--- src/rtl/multicycle_control.sv ---
// Main control FSM for the multicycle MIPS datapath.
// Sequences fetch/decode/execute/memory/write-back with a memory ready handshake.
module multicycle_control (
    input  logic       clock,
    input  logic       reset,
    input  logic [5:0] Opcode,
    input  logic       MemReady,
    output logic       PCWrite,
    output logic       PCWriteCond,
    output logic       IorD,
    output logic       MemRead,
    output logic       MemWrite,
    output logic       MemtoReg,
    output logic       IRWrite,
    output logic       RegWrite,
    output logic       RegDst,
    output logic       ALUSrcA,
    output logic [1:0] ALUSrcB,
    output logic [1:0] ALUOp,
    output logic [1:0] PCSource,
    output logic [3:0] State,
    output logic       IllegalOp
);

    typedef enum logic [3:0] {
        FETCH     = 4'd0,
        DECODE    = 4'd1,
        MEMADDR   = 4'd2,
        MEMRD     = 4'd3,
        MEMWB     = 4'd4,
        MEMWR     = 4'd5,
        EXEC      = 4'd6,
        RDONE     = 4'd7,
        BRANCH    = 4'd8,
        JUMP      = 4'd9,
        ADDIEXEC  = 4'd10,
        ADDIDONE  = 4'd11
    } state_t;

    localparam logic [5:0] OP_R    = 6'b000000;
    localparam logic [5:0] OP_LW   = 6'b100011;
    localparam logic [5:0] OP_SW   = 6'b101011;
    localparam logic [5:0] OP_BEQ  = 6'b000100;
    localparam logic [5:0] OP_J    = 6'b000010;
    localparam logic [5:0] OP_ADDI = 6'b001000;

    state_t st;
    logic   lw_q;
    logic   ill_q;

    always_ff @(posedge clock) begin
        if (reset) begin
            st    <= FETCH;
            lw_q  <= 1'b0;
            ill_q <= 1'b0;
        end else begin
            case (st)
                FETCH:    if (MemReady) st <= DECODE;
                DECODE: begin
                    lw_q <= (Opcode == OP_LW);
                    case (Opcode)
                        OP_R:          st <= EXEC;
                        OP_LW, OP_SW:  st <= MEMADDR;
                        OP_BEQ:        st <= BRANCH;
                        OP_J:          st <= JUMP;
                        OP_ADDI:       st <= ADDIEXEC;
                        default: begin
                            st    <= FETCH;
                            ill_q <= 1'b1;
                        end
                    endcase
                end
                MEMADDR:  st <= lw_q ? MEMRD : MEMWR;
                MEMRD:    if (MemReady) st <= MEMWB;
                MEMWR:    if (MemReady) st <= FETCH;
                EXEC:     st <= RDONE;
                ADDIEXEC: st <= ADDIDONE;
                default:  st <= FETCH;
            endcase
        end
    end

    // Reset overrides the decode so no enable survives into the reset cycle.
    always_comb begin
        PCWrite     = 1'b0;
        PCWriteCond = 1'b0;
        IorD        = 1'b0;
        MemRead     = 1'b0;
        MemWrite    = 1'b0;
        MemtoReg    = 1'b0;
        IRWrite     = 1'b0;
        RegWrite    = 1'b0;
        RegDst      = 1'b0;
        ALUSrcA     = 1'b0;
        ALUSrcB     = 2'b00;
        ALUOp       = 2'b00;
        PCSource    = 2'b00;
        if (!reset) begin
            case (st)
                FETCH: begin
                    MemRead = 1'b1;
                    ALUSrcB = 2'b01;
                    IRWrite = MemReady;
                    PCWrite = MemReady;
                end
                DECODE:   ALUSrcB = 2'b11;
                MEMADDR: begin
                    ALUSrcA = 1'b1;
                    ALUSrcB = 2'b10;
                end
                MEMRD: begin
                    MemRead = 1'b1;
                    IorD    = 1'b1;
                end
                MEMWB: begin
                    RegWrite = 1'b1;
                    MemtoReg = 1'b1;
                end
                MEMWR: begin
                    MemWrite = 1'b1;
                    IorD     = 1'b1;
                end
                EXEC: begin
                    ALUSrcA = 1'b1;
                    ALUOp   = 2'b10;
                end
                RDONE: begin
                    RegWrite = 1'b1;
                    RegDst   = 1'b1;
                end
                BRANCH: begin
                    ALUSrcA     = 1'b1;
                    ALUOp       = 2'b01;
                    PCWriteCond = 1'b1;
                    PCSource    = 2'b01;
                end
                JUMP: begin
                    PCWrite  = 1'b1;
                    PCSource = 2'b10;
                end
                ADDIEXEC: begin
                    ALUSrcA = 1'b1;
                    ALUSrcB = 2'b10;
                end
                ADDIDONE: RegWrite = 1'b1;
                default: ;
            endcase
        end
    end

    assign State     = reset ? 4'd0 : st;
    assign IllegalOp = ill_q & ~reset;

endmodule

--- config.mk ---
export PLATFORM = sky130hd
export DESIGN_NAME = multicycle_control
export DESIGN_NICKNAME = d
export VERILOG_FILES = /design/src/rtl/multicycle_control.sv
export SDC_FILE = /design/constraint.sdc
export NUM_CORES = 1
export LEC_CHECK = 0
export BUFFER_PORTS_ARGS = -buffer_cell sky130_fd_sc_hd__buf_4
export CAP_MARGIN = 20
export CORE_AREA = 5 5 48 50
export DETAILED_ROUTE_END_ITERATION = 8
export DIE_AREA = 0 0 53 55
export GPL_ROUTABILITY_DRIVEN = 0
export GPL_TIMING_DRIVEN = 0
export MAX_ROUTING_LAYER = met4
export PLACE_DENSITY = 0.78
export SLEW_MARGIN = 20
export SYNTH_ARGS = -nofsm -noshare
export SYNTH_HDL_FRONTEND = slang
export SYNTH_SLANG_ARGS = --single-unit
export TNS_END_PERCENT = 20
--- constraint.sdc ---
create_clock -name clock -period 3.59 [get_ports clock]
set_clock_uncertainty 0.05 [all_clocks]
set_input_delay 0.718 -clock clock [delete_from_list [all_inputs] [get_ports clock]]
set_output_delay 0.718 -clock clock [all_outputs]
set_load 0.01 [all_outputs]
==> metrics.cfg <==
[cts]
clock_insertion_delay_worst_skew_ns=0.24
postCtsSetupBuffers=0
holdBufCountCts=0
cts-resized-gates=0
cts_tree=built
worst_setup_hold_path_clk_slew_ns=0.04
ctsLongestPathBuffers=2
htree_num_levels=1
numClockSinks=6
cts_made_buffers=3
clock-root-buffer=sky130_fd_sc_hd__clkbuf_4

[placed_design]
numPortBuffers=28
hpwl_mm=1.53
placement.cell_area_um2=930

[sta]
setup_total_negative_slack_ns=0
finalCritPeriodShare=0.789
final_setup_viols=0
max_freq_mhz=353
timing.final.hold_violations=0
post-route-min-period_ns=2.83
worst_rel_slew_slack=0.664
finalMaxSlewViolations=0
rsz0062_at_grt=false
timing_worst_slew_pin_value_ns=0.498

[global_routing]
grt_first_pass_wirelength_mm=3.11
groute.usage.overall=0.144
globalRoute.totalOverflow=0
grt_max_degree=11
antenna_found_initial=0
grt_pass1_vias=731

[flow_run]
max_cap_violation_count=0

[floorplan]
height_of_the_chip_um=55
num_rows=16
boundaryPins=30
die_area_um2=2920
core_footprint_um2=1860
die_width_um=53
start_util=0.368

[power_and_ir_drop]
leakage_uw=0.000424
power.density_nw_per_um2=200
power.ir.vdd_worst_mv=0.134

[layout]
share_of_the_core_filled_with_cells_in_the_final_layout=0.511
stdcell_area_um2=952
final_common_cell=sky130_fd_sc_hd__buf_4
nets=142
layout_common_cells=sky130_fd_sc_hd__buf_4 (31), sky130_fd_sc_hd__nor2_1 (13), sky130_fd_sc_hd__nand2_1 (9)
layout-area-overhead-vs-synth_pct=38.9
diodes=0
layout-drive-gt1-share=0.298

[setup_path]
critical_path_class=input pin to primary output
critPathMaxFanout=7
cp.required_ns=2.82
worstRegToRegCells=5
critPathArrivalTime_ns=2.06
crit_path_start=reset
r2r-start=st[0]
worst_setup_sp_type=input pin
worstSetupEndpointType=primary output

[synth]
synthesis.area_per_instance_um2=6.86
synth_nets=109
postSynthRegisterBits=6
ys_seq_area_frac=0.175
cell_area_after_synthesis_um2=686
synth.distinct_cells=35
synth-warning-count=0
postSynthCellCount=100

[min_path]
depth_of_the_worst_hold_timing_path=2
hold_class=flip-flop to flip-flop
worstHoldStart=lw_q

[drt]
detailedRoute.firstPassIterationCount=4
post_drt_via_cell_ratio=5.20
num_vias=822
number_of_remaining_drc_errors=0
initialDrtViolationCount=8
wl_mm=1.92
route.antenna.remaining_nets=0
average_wire_per_standard_cell_um=12.1

[outcome]
outcome=complete, no violations

[where the power goes]
group          switching, uW  internal [uW]
Sequential             0.577           69.2
Clock                   22.7           37.7
Combinational           32.2           28.1
[Yosys cell counts]
master                     number  area (um2)
sky130_fd_sc_hd__o21ai_0        5        25.0
sky130_fd_sc_hd__nor4_1         2        12.5
sky130_fd_sc_hd__and2_1         1        6.26
sky130_fd_sc_hd__a32oi_1        2        17.5
sky130_fd_sc_hd__xor2_1         2        17.5
sky130_fd_sc_hd__nand4b_1       1        8.76
sky130_fd_sc_hd__clkbuf_1       8        30.0
sky130_fd_sc_hd__inv_1          2        7.51
sky130_fd_sc_hd__nand2_1        9        33.8
sky130_fd_sc_hd__nor4bb_1       2        20.0
sky130_fd_sc_hd__o21bai_1       1        7.51
sky130_fd_sc_hd__nand2b_1       2        12.5
sky130_fd_sc_hd__or4b_4         1        13.8
sky130_fd_sc_hd__a211oi_1       2        15.0
sky130_fd_sc_hd__o22ai_1        1        6.26
sky130_fd_sc_hd__nor3_1         7        35.0
sky130_fd_sc_hd__a31o_2         1        8.76
sky130_fd_sc_hd__or2_2          1        6.26
sky130_fd_sc_hd__o31ai_1        1        7.51
sky130_fd_sc_hd__nor3_4         1        16.3
sky130_fd_sc_hd__nor4b_1        2        17.5
sky130_fd_sc_hd__nor2b_1        8        50.1
sky130_fd_sc_hd__a21oi_1        5        25.0
sky130_fd_sc_hd__a221oi_2       1        15.0
sky130_fd_sc_hd__nor2_1        13        48.8
sky130_fd_sc_hd__nor3b_1        1        7.51
sky130_fd_sc_hd__a31oi_1        1        6.26
sky130_fd_sc_hd__a32o_1         1        10.0
sky130_fd_sc_hd__xnor2_1        1        8.76
sky130_fd_sc_hd__a21o_1         3        22.5
sky130_fd_sc_hd__and3_1         1        6.26
sky130_fd_sc_hd__and3b_1        1        8.76
sky130_fd_sc_hd__dfxtp_1        6         120
sky130_fd_sc_hd__or3b_1         1        8.76
sky130_fd_sc_hd__buf_4          3        22.5
[per-stage QoR]
stage               setup slack [ns]  power [uW]  instances  hold WS (ns)
CTS                            0.729         192        158         0.485
floorplan                      0.853         107        100         0.428
global route                   0.566         203        158         0.525
finish                         0.758         190        158         0.508
detailed placement             0.738         131        155         0.472
global placement               0.769         130        155         0.472
[worst max-delay path, stage by stage]
cell and delay, ns:
sky130_fd_sc_hd__buf_4 0.13, sky130_fd_sc_hd__or2_2 0.26, sky130_fd_sc_hd__clkbuf_1 0.18, sky130_fd_sc_hd__nor4b_1 0.47, sky130_fd_sc_hd__buf_4 0.19, sky130_fd_sc_hd__buf_4 0.11
[state kept, by name, indices dropped and copies added (netlist names)]
signal / flops
ill_q: 1
lw_q: 1
st: 4
[area by class of cell]
cell class,instances,area (um2)
Fill cell,204,910
Multi-Input combinational cell,81,505
Timing Repair Buffer,28,210
Sequential cell,6,120
Buffer,11,52.6
Tap cell,27,33.8
Clock buffer,3,22.5
Inverter,2,7.51
[worst paths after layout]
path	end	slack, ns
setup reg to reg	st[0]	1.95
hold reg to reg	lw_q	0.51
hold / removal	lw_q	0.51
setup / recovery	ALUOp[0]	0.76
[layer usage]
metal	share of wire	vias up	track usage
li1	-	424	-
met1	0.47	350	0.178
met4	0.014	0	0.0511
met3	0.089	6	0.0188
met5	0	-	-
met2	0.43	42	0.240
[cells by family (layout without fill, tap and decap cells)]
group / Yosys count / after routing / share of synthesized area
AO/OA/AOI/OAI: 24 / 24 / 0.243
AND/OR/NAND/NOR: 54 / 54 / 0.456
flip-flops: 6 / 6 / 0.175
buffers and inverters: 13 / 44 / 0.0876
XOR/XNOR: 3 / 3 / 0.0383
(Power assumes the default switching activity.)
